File: src/rtl/sdram_test_master_if.sv
// Request/ack bus between a client initiator and the SDRAM controller.
// Handshake: req is held with addr/rh_wl/data_w stable until a one-cycle ack
// accepts it; a read returns data later on a one-cycle data_r_en strobe.
interface sdram_if #(
    parameter int ADDR_WIDTH = 24,
    parameter int DATA_WIDTH = 16
);
    logic                  sdram_req;
    logic                  sdram_ack;
    logic [ADDR_WIDTH-1:0] sdram_addr;
    logic                  sdram_rh_wl;
    logic [DATA_WIDTH-1:0] sdram_data_w;
    logic [DATA_WIDTH-1:0] sdram_data_r;
    logic                  sdram_data_r_en;

    modport master (
        output sdram_req, sdram_addr, sdram_rh_wl, sdram_data_w,
        input  sdram_ack, sdram_data_r, sdram_data_r_en
    );

    modport slave (
        input  sdram_req, sdram_addr, sdram_rh_wl, sdram_data_w,
        output sdram_ack, sdram_data_r, sdram_data_r_en
    );
endinterface

File: src/rtl/sdram_test_master.sv
// Two-pass SDRAM memory test initiator: writes P(a) then reads/compares, then
// repeats with ~P(a); reports error count and the first failing access.
module sdram_test_master #(
    parameter int                    ADDR_WIDTH = 24,
    parameter int                    DATA_WIDTH = 16,
    parameter logic [ADDR_WIDTH-1:0] START_ADDR = '0,
    parameter logic [ADDR_WIDTH-1:0] END_ADDR   = '1,
    parameter logic [DATA_WIDTH-1:0] SEED       = 16'hA5C3,
    parameter int                    WR_HOLD    = 4,
    parameter int                    RD_TIMEOUT = 255
) (
    input  logic                  clk,
    input  logic                  reset,
    input  logic                  start,
    output logic                  busy,
    output logic                  done,
    output logic                  pass_ok,
    output logic [15:0]           err_cnt,
    output logic [ADDR_WIDTH-1:0] err_addr,
    output logic [DATA_WIDTH-1:0] err_exp,
    output logic [DATA_WIDTH-1:0] err_got,
    output logic [2:0]            dbg_state,
    sdram_if.master               sdram
);

    localparam int TW = ($clog2(RD_TIMEOUT + 1) > 8) ? $clog2(RD_TIMEOUT + 1) : 8;
    // WR_HOLDS always lasts at least one cycle so req never re-rises right after ack.
    localparam logic [15:0] HOLD_LOAD = (WR_HOLD > 0) ? 16'(WR_HOLD - 1) : 16'd0;

    typedef enum logic [2:0] {
        IDLE     = 3'd0,
        WR_REQ   = 3'd1,
        WR_HOLDS = 3'd2,
        RD_REQ   = 3'd3,
        RD_WAIT  = 3'd4,
        NEXT     = 3'd5,
        FIN      = 3'd6
    } state_t;

    state_t                state_q, state_d;
    logic [ADDR_WIDTH-1:0] cnt_q, cnt_d;
    logic                  pass_q, pass_d;
    logic [15:0]           hold_q, hold_d;
    logic [TW-1:0]         to_q, to_d;
    logic [15:0]           err_cnt_q, err_cnt_d;
    logic [ADDR_WIDTH-1:0] err_addr_q, err_addr_d;
    logic [DATA_WIDTH-1:0] err_exp_q, err_exp_d;
    logic [DATA_WIDTH-1:0] err_got_q, err_got_d;
    logic                  pass_ok_q, pass_ok_d;

    logic                  rec_err;
    logic                  rd_advance;
    logic [DATA_WIDTH-1:0] got_val;
    logic [DATA_WIDTH-1:0] exp_data;

    function automatic logic [DATA_WIDTH-1:0] pattern(input logic [ADDR_WIDTH-1:0] a,
                                                      input logic p);
        return DATA_WIDTH'(a) ^ SEED ^ {DATA_WIDTH{p}};
    endfunction

    assign exp_data = pattern(cnt_q, pass_q);

    always_ff @(posedge clk) begin
        if (reset) begin
            state_q    <= IDLE;
            cnt_q      <= START_ADDR;
            pass_q     <= 1'b0;
            hold_q     <= '0;
            to_q       <= '0;
            err_cnt_q  <= '0;
            err_addr_q <= '0;
            err_exp_q  <= '0;
            err_got_q  <= '0;
            pass_ok_q  <= 1'b0;
        end else begin
            state_q    <= state_d;
            cnt_q      <= cnt_d;
            pass_q     <= pass_d;
            hold_q     <= hold_d;
            to_q       <= to_d;
            err_cnt_q  <= err_cnt_d;
            err_addr_q <= err_addr_d;
            err_exp_q  <= err_exp_d;
            err_got_q  <= err_got_d;
            pass_ok_q  <= pass_ok_d;
        end
    end

    always_comb begin
        state_d    = state_q;
        cnt_d      = cnt_q;
        pass_d     = pass_q;
        hold_d     = hold_q;
        to_d       = to_q;
        err_cnt_d  = err_cnt_q;
        err_addr_d = err_addr_q;
        err_exp_d  = err_exp_q;
        err_got_d  = err_got_q;
        pass_ok_d  = pass_ok_q;
        rec_err    = 1'b0;
        rd_advance = 1'b0;
        got_val    = '0;

        case (state_q)
            IDLE: begin
                if (start) begin
                    err_cnt_d  = '0;
                    err_addr_d = '0;
                    err_exp_d  = '0;
                    err_got_d  = '0;
                    pass_ok_d  = 1'b0;
                    pass_d     = 1'b0;
                    cnt_d      = START_ADDR;
                    state_d    = WR_REQ;
                end
            end
            WR_REQ: begin
                if (sdram.sdram_ack) begin
                    hold_d  = HOLD_LOAD;
                    state_d = WR_HOLDS;
                end
            end
            WR_HOLDS: begin
                if (hold_q == 16'd0) begin
                    if (cnt_q == END_ADDR) begin
                        cnt_d   = START_ADDR;
                        state_d = RD_REQ;
                    end else begin
                        cnt_d   = cnt_q + ADDR_WIDTH'(1);
                        state_d = WR_REQ;
                    end
                end else begin
                    hold_d = hold_q - 16'd1;
                end
            end
            RD_REQ: begin
                if (sdram.sdram_ack) begin
                    to_d    = '0;
                    state_d = RD_WAIT;
                end
            end
            RD_WAIT: begin
                if (sdram.sdram_data_r_en) begin
                    rd_advance = 1'b1;
                    if (sdram.sdram_data_r != exp_data) begin
                        rec_err = 1'b1;
                        got_val = sdram.sdram_data_r;
                    end
                end else if (to_q >= TW'(RD_TIMEOUT)) begin
                    rd_advance = 1'b1;
                    rec_err    = 1'b1;
                end else begin
                    to_d = to_q + TW'(1);
                end
                if (rd_advance) begin
                    if (cnt_q == END_ADDR) begin
                        state_d = NEXT;
                    end else begin
                        cnt_d   = cnt_q + ADDR_WIDTH'(1);
                        state_d = RD_REQ;
                    end
                end
            end
            NEXT: begin
                if (!pass_q) begin
                    pass_d  = 1'b1;
                    cnt_d   = START_ADDR;
                    state_d = WR_REQ;
                end else begin
                    // Latched on entry to FIN so it is already valid alongside done.
                    pass_ok_d = (err_cnt_q == 16'd0);
                    state_d   = FIN;
                end
            end
            FIN:     state_d = IDLE;
            default: state_d = IDLE;
        endcase

        if (rec_err) begin
            if (err_cnt_q != 16'hFFFF) begin
                err_cnt_d = err_cnt_q + 16'd1;
            end
            if (err_cnt_q == 16'd0) begin
                err_addr_d = cnt_q;
                err_exp_d  = exp_data;
                err_got_d  = got_val;
            end
        end
    end

    logic wr_phase;
    logic rd_phase;

    assign wr_phase = (state_q == WR_REQ) || (state_q == WR_HOLDS);
    assign rd_phase = (state_q == RD_REQ) || (state_q == RD_WAIT);

    assign sdram.sdram_req    = (state_q == WR_REQ) || (state_q == RD_REQ);
    assign sdram.sdram_rh_wl  = rd_phase;
    assign sdram.sdram_addr   = (wr_phase || rd_phase) ? cnt_q : '0;
    assign sdram.sdram_data_w = wr_phase ? exp_data : '0;

    assign busy      = (state_q != IDLE) && (state_q != FIN);
    assign done      = (state_q == FIN);
    assign pass_ok   = pass_ok_q;
    assign err_cnt   = err_cnt_q;
    assign err_addr  = err_addr_q;
    assign err_exp   = err_exp_q;
    assign err_got   = err_got_q;
    assign dbg_state = state_q;

endmodule

File: src/flat_wrapper.sv
// flat-port wrapper written by rule: the top's interface ports become plain ports
module sdram_test_master_flat 
#(
    parameter int                    ADDR_WIDTH = 24,
    parameter int                    DATA_WIDTH = 16,
    parameter logic [ADDR_WIDTH-1:0] START_ADDR = '0,
    parameter logic [ADDR_WIDTH-1:0] END_ADDR   = '1,
    parameter logic [DATA_WIDTH-1:0] SEED       = 16'hA5C3,
    parameter int                    WR_HOLD    = 4,
    parameter int                    RD_TIMEOUT = 255
)
  (clk, reset, start, busy, done, pass_ok, err_cnt, err_addr, err_exp, err_got, dbg_state, sdram_sdram_req, sdram_sdram_addr, sdram_sdram_rh_wl, sdram_sdram_data_w, sdram_sdram_ack, sdram_sdram_data_r, sdram_sdram_data_r_en);
  sdram_if #(.ADDR_WIDTH(ADDR_WIDTH), .DATA_WIDTH(DATA_WIDTH)) sdram_i ();
  input  logic clk;
  input  logic reset;
  input  logic start;
  output logic busy;
  output logic done;
  output logic pass_ok;
  output logic [15:0] err_cnt;
  output logic [ADDR_WIDTH-1:0] err_addr;
  output logic [DATA_WIDTH-1:0] err_exp;
  output logic [DATA_WIDTH-1:0] err_got;
  output logic [2:0] dbg_state;
  output wire logic [$bits(sdram_i.sdram_req)-1:0] sdram_sdram_req;
  output wire logic [$bits(sdram_i.sdram_addr)-1:0] sdram_sdram_addr;
  output wire logic [$bits(sdram_i.sdram_rh_wl)-1:0] sdram_sdram_rh_wl;
  output wire logic [$bits(sdram_i.sdram_data_w)-1:0] sdram_sdram_data_w;
  input wire logic [$bits(sdram_i.sdram_ack)-1:0] sdram_sdram_ack;
  input wire logic [$bits(sdram_i.sdram_data_r)-1:0] sdram_sdram_data_r;
  input wire logic [$bits(sdram_i.sdram_data_r_en)-1:0] sdram_sdram_data_r_en;
  assign sdram_sdram_req = sdram_i.sdram_req;
  assign sdram_sdram_addr = sdram_i.sdram_addr;
  assign sdram_sdram_rh_wl = sdram_i.sdram_rh_wl;
  assign sdram_sdram_data_w = sdram_i.sdram_data_w;
  assign sdram_i.sdram_ack = sdram_sdram_ack;
  assign sdram_i.sdram_data_r = sdram_sdram_data_r;
  assign sdram_i.sdram_data_r_en = sdram_sdram_data_r_en;
  sdram_test_master #(.ADDR_WIDTH(ADDR_WIDTH), .DATA_WIDTH(DATA_WIDTH), .START_ADDR(START_ADDR), .END_ADDR(END_ADDR), .SEED(SEED), .WR_HOLD(WR_HOLD), .RD_TIMEOUT(RD_TIMEOUT)) u_core (.clk(clk), .reset(reset), .start(start), .busy(busy), .done(done), .pass_ok(pass_ok), .err_cnt(err_cnt), .err_addr(err_addr), .err_exp(err_exp), .err_got(err_got), .dbg_state(dbg_state), .sdram(sdram_i));
endmodule
File: config.mk
export PLATFORM = sky130hd
export DESIGN_NAME = sdram_test_master_flat
export DESIGN_NICKNAME = d
export VERILOG_FILES = /design/src/rtl/sdram_test_master_if.sv /design/src/rtl/sdram_test_master.sv /design/src/flat_wrapper.sv
export SDC_FILE = /design/constraint.sdc
export NUM_CORES = 1
export LEC_CHECK = 0
export ABC_CLOCK_PERIOD_IN_PS = 4000
export BUFFER_PORTS_ARGS = -buffer_cell sky130_fd_sc_hd__buf_2
export CORE_AREA = 2 2 112 114
export CTS_BUF_LIST = sky130_fd_sc_hd__clkbuf_8
export DETAILED_ROUTE_END_ITERATION = 16
export DIE_AREA = 0 0 114 116
export PLACE_DENSITY = 0.82
export SYNTH_ARGS = -nofsm -noshare
export SYNTH_HDL_FRONTEND = slang
export SYNTH_SLANG_ARGS = --single-unit
File: constraint.sdc
create_clock -name clk -period 4 [get_ports clk]
set_input_delay 0.8 -clock clk [delete_from_list [all_inputs] [get_ports clk]]
set_output_delay 0.8 -clock clk [all_outputs]
set_load 0.02 [all_outputs]
After elaboration in Yosys (flattened, before gate mapping) --
Index checks and enable logic that the tools add are counted. W data, S select, Z words.
Word-level totals: register bits 125, input port bits 21, output and inout port bits 120, logic and storage cells 111
Operators by class: $add $sub $neg 4, order comparisons 1, equality and inequality tests 21, muxes and demuxes 54, bitwise operators 2, reductions and logical operators 19
Operators with widths (count):
- $mux W16 | 18
- $mux W24 | 11
- $pmux W24 S4 | 1
- $logic_not A16 Y1 | 2
- $pmux W16 S2 | 1
- $add A24 B1 Y24 const B | 1
- $eq A24 B24 Y1 const B | 1
- $mux W8 | 3
- $mux W3 | 7
- $ne A2 B2 Y1 const B | 9
- $pmux W3 S6 | 1
- $add A16 B1 Y16 const B | 1
- $ne A16 B16 Y1 | 1
- $ne A16 B16 Y1 const B | 1
- $pmux W8 S2 | 1
- $sub A16 B1 Y16 const B | 1
- $xor A16 B16 Y16 | 1
- $eq A3 B3 Y1 const B | 3
- $add A8 B1 Y8 const B | 1
- $ge A8 B8 Y1 const B | 1
- $mux W1 | 8
- $not A8 Y8 | 1
- $eq A3 B2 Y1 const B | 2
- $reduce_and A3 Y1 | 2
- other kinds (15) | 22

Logic depth before layout (Yosys ltp) --
word-level depth 8, mapped depth 11, depth with buffers taken out 9

Least setup slack after synthesis --
No wires, ideal clock.
path kind register to output, start point register u_core.state_q[0], in the netlist u_core.dbg_state[0], end point output sdram_sdram_addr[10], arrival time 1.958 ns, data required time 3.200 ns, setup slack 1.242 ns, cell stages (with the launch flop) 7, path buffers 2, cells stage by stage dfxtp_1 -> clkbuf_1 -> nor2b_1 -> nand2_1 -> nand3_1 -> clkbuf_1 -> and2_1
On the way: word-level cells in the longest chain between the ends 4, elaborated cells on any way between the ends 8, classes of those cells 4 x eq/ne; 1 x mux; 3 x reduce/logical
RTL lines:
- from (decl) | RTL line sdram_test_master.sv:40 | state_t state_q, state_d;
- from (signal assigned) | RTL line sdram_test_master.sv:76 | state_q <= state_d;
- $eq A3 B1 Y1, or another cell as far along | RTL line sdram_test_master.sv:194 | assign wr_phase = (state_q == WR_REQ) || (state_q == WR_HOLDS);
- $logic_or A1 B1 Y1, on equally long branches | RTL line sdram_test_master.sv:194, sdram_test_master.sv:195
- $logic_or A1 B1 Y1 * | RTL line sdram_test_master.sv:199 | assign sdram.sdram_addr = (wr_phase || rd_phase) ? cnt_q : '0;
- $mux W24 * | RTL line sdram_test_master.sv:199
- to (decl) | RTL line flat_wrapper.sv:26 | output wire logic [$bits(sdram_i.sdram_addr)-1:0] sdram_sdram_addr;
Every way passes the cells marked *; elsewhere a longest branch is shown, timed or not.

Worst setup path after layout --
start point register u_core.state_q[1], in the netlist u_core.dbg_state[1], end point output sdram_sdram_addr[0]
Same word-level chain as after synthesis.

==> impl_metrics.toml <==
[clock_tree]
cts_max_path_buffers = 2
cts_hold_buf = 0
cts_num_sinks = 125
clk_transition_reported_paths_ns = 0.06
cts_tree = "built"
numCtsBuffers = 17
clk-insertion-delay-late_ns = 0.44
ctsRootBufferMaster = "sky130_fd_sc_hd__clkbuf_8"
postCtsSetupRepairBufs = 0
h-tree-depth = 4
cts.repair.resized = 0

[floorplan]
dieWidth_microns = 114
io-pin-count = 141
total_die_area_sq_mm = 0.01322
die_h_microns = 116
coreArea_sq_mm = 0.01191
placementRows = 40
initial_core_util_pct = 54.53

[drt]
detail_route.wirelength_microns = 17330
detailroute.wirelength.met2_microns = 7886
detailroute.via_count = 6024
vias_per_cell = 5.672
drcViolationCount = 0
initialDrtViolationCount = 542
total_routed_wire_length_on_the_met1_layer_microns = 7699
routedWlPerCell_microns = 16.31
maxUsedRoutingLayer = "met4"
detail-route-antenna-nets = 0
detailroute.wirelength.met3_microns = 1240
drtPass1Iterations = 5

[placed_design]
final_gp_congestion = 0.8877
detailed_place_hpwl_microns = 12300
place_area_sq_mm = 0.007231
port_buffers = 140

[setup_path]
cp_data_arrival_time_ns = 2.90
rr_startpoint = "u_core.cnt_q[10]"
required_ns = 3.20
timing_worst_setup_path_type = "register to output port"
reg2reg_setup_slack_ns = 1.05
cp-start-kind = "register"
worst-path-max-fanout = 23
regToRegEndpoint = "u_core.err_exp[1]"
reg2reg_depth = 8
endpoint_kind_of_the_worst_setup_timing_path = "output port"

[synthesis]
synth.yosys.warnings = 0
mappedNetlistArea_sq_mm = 0.006495
yosys_most_used_dff = "sky130_fd_sc_hd__dfxtp_1"
synth_seq_area_share_pct = 38.53
post_synth.cell_area_avg_sq_um = 8.263
post_synth_main_area_contributors = "sky130_fd_sc_hd__dfxtp_1, sky130_fd_sc_hd__nor2_1, sky130_fd_sc_hd__xor2_1"
synth-xor-area-share_pct = 9.439
synth_simple_gate_area_share_pct = 28.88
synth-async-reset-ratio_pct = 0
synth_enable_flop_cells = 0
yosys.area.top_type = "sky130_fd_sc_hd__dfxtp_1"
synth_compound_gate_area_share_pct = 12.54
synth_cells = 786
synth_top_area_share_pct = 38.53
ys_ff_latch = 125
syn-num-nets = 813
netlist-cell-type-count = 54
synth_mux_area_share_pct = 3.506
synth_adder_area_share_pct = 1.156
synth_top_family_by_area = "simple AND/OR/NAND/NOR gates"

[grt]
number_of_antenna_violations_at_the_first_check_in_global_routing = 0
globalRouteTotalUtil_pct = 26.60
total_congestion_overflow = 0
grt_first_pass_wirelength_microns = 27830
pin_count_of_the_biggest_net_entering_global_routing = 65
first_global_vias = 5525

[cells_and_area]
num_antenna_cells = 0
fill_cells = 1027
layout_cells_sized_above_1_pct = 23.06
layout.nets = 931
mostFrequentLayoutCells = "sky130_fd_sc_hd__buf_2, sky130_fd_sc_hd__dfxtp_1, sky130_fd_sc_hd__nor2_1"
layout.cell_area.non_filler_sq_mm = 0.007581
most_common_cell_after_layout_fill_and_taps_aside = "sky130_fd_sc_hd__buf_2"
area_delta_synth_final_pct = 16.72

[min_path]
hold_path.class = "register to register"
worstHoldStart = "u_core.err_got[6]"
min_to = "u_core.err_got[6]"
hold_depth = 1

[sta]
tightest_slew_ns = 0.9843
setup-tns-final_ns = 0
final_min_period_over_clock_period_pct = 92.58
hold_violations = 0
clk_skew_ns = 0.009034
final-setup-viol-count = 0
post-route-min-period_ns = 3.703
timing.slew.headroom_pct = 34.24
rsz0062_at_grt = "false"
slew_viol_final = 0
clock.fmax_mhz = 270.0

[job]
max_cap_violations = 0

[power]
p_per_area_mw_per_mm2 = 433.2
peakVddDrop_uv = 213.8
total_leakage_power_nw = 3.161

[run_status]
run_status = "finished, final reports clean"
worst max-delay path by stage:
stage                                 from                   end  slack, ns  depth (start not counted)
detailed placement  sdram_sdram_data_r[12]     u_core.err_exp[1]       0.74                          9
CTS                    u_core.dbg_state[1]   sdram_sdram_addr[1]       0.33                          6
global route           u_core.dbg_state[1]   sdram_sdram_addr[1]       0.12                          6
global placement     sdram_sdram_data_r[3]     u_core.err_exp[4]       0.82                          9
floorplan              u_core.dbg_state[0]  sdram_sdram_addr[10]       1.24                          6
finish                 u_core.dbg_state[1]   sdram_sdram_addr[0]       0.30                          6
where the power goes:
group	internal, mW	switching (mW)	total [mW]
Sequential	1.31	0.0921	1.41
Clock	0.521	0.473	0.994
Combinational	0.312	0.572	0.884
registers in the layout, indices dropped and copies added, names as in the netlist, 3 cells and up:
signal	cells
u_core.cnt_q	24
u_core.err_addr	24
u_core.err_cnt	16
u_core.err_exp	16
u_core.err_got	16
u_core.hold_q	16
u_core.to_q	8
u_core.dbg_state	3
routing by layer:
| layer | vias up | GRT usage (%) |
|---|---|---|
| li1 | 2962 | - |
| met5 | - | 0 |
| met1 | 2819 | 35.05 |
| met4 | 0 | 11.87 |
| met2 | 204 | 41.27 |
| met3 | 39 | 6.904 |
critical path: stages, from the launching register on:
cell and delay (ns):
sky130_fd_sc_hd__dfxtp_1 0.67, sky130_fd_sc_hd__nor2b_1 0.22, sky130_fd_sc_hd__o21ai_1 0.17, sky130_fd_sc_hd__buf_4 0.25, sky130_fd_sc_hd__nand3_1 0.54, sky130_fd_sc_hd__and2_1 0.43
sky130_fd_sc_hd__buf_2 0.17
per-stage QoR:
stage,hold WS [ns],setup slack (ns),util (%),instances,total power [mW]
2_1_floorplan,0.4452,1.242,-,786,2.075
3_3_place_gp,0.4581,0.8244,60.70,1032,2.291
3_5_place_dp,0.4632,0.7450,60.70,1032,2.303
4_1_cts,0.4791,0.3332,63.64,1062,3.296
5_1_grt,0.4911,0.1209,63.64,1062,3.477
6_report,0.4776,0.2967,63.64,1062,3.284
cell type report:
class / count / area (sq um) / share of cell area, %
multi-input combinational: 580 / 3630 / 47.88
sequential: 125 / 2502 / 33.01
timing repair buffer: 157 / 828.3 / 10.93
clock buffer: 20 / 275.3 / 3.631
tap: 147 / 183.9 / 2.426
inverter: 23 / 86.33 / 1.139
clock inverter: 10 / 75.07 / 0.9903
cell families (layout without fill, tap and decap cells):
logic type / after synthesis / after routing
muxes: 17 / 17
and+or+nand+nor: 366 / 366
xor gates and xnor gates: 70 / 70
DFF: 125 / 125
buffers and inverters: 81 / 210
AOI/OAI and AO/OA: 121 / 121
adders and majority gates: 6 / 6
cells in the mapped netlist, drive strengths merged (4+ instances only):
cell     count
nand2b       9
o21ai       23
buf         31
nand4       20
nand3b      27
inv         23
a31oi        4
a211oi       4
ha           6
nor3        14
mux2        16
xnor2       28
clkbuf      27
or3         11
nand3       37
o221ai       7
and3        12
and2        26
nand2       75
nor2       102
dfxtp      125
nor4        13
a22o        16
and4         7
a21oi       43
a2bb2oi      6
xor2        42
No activity file was read; power rests on OpenSTA's default activity.
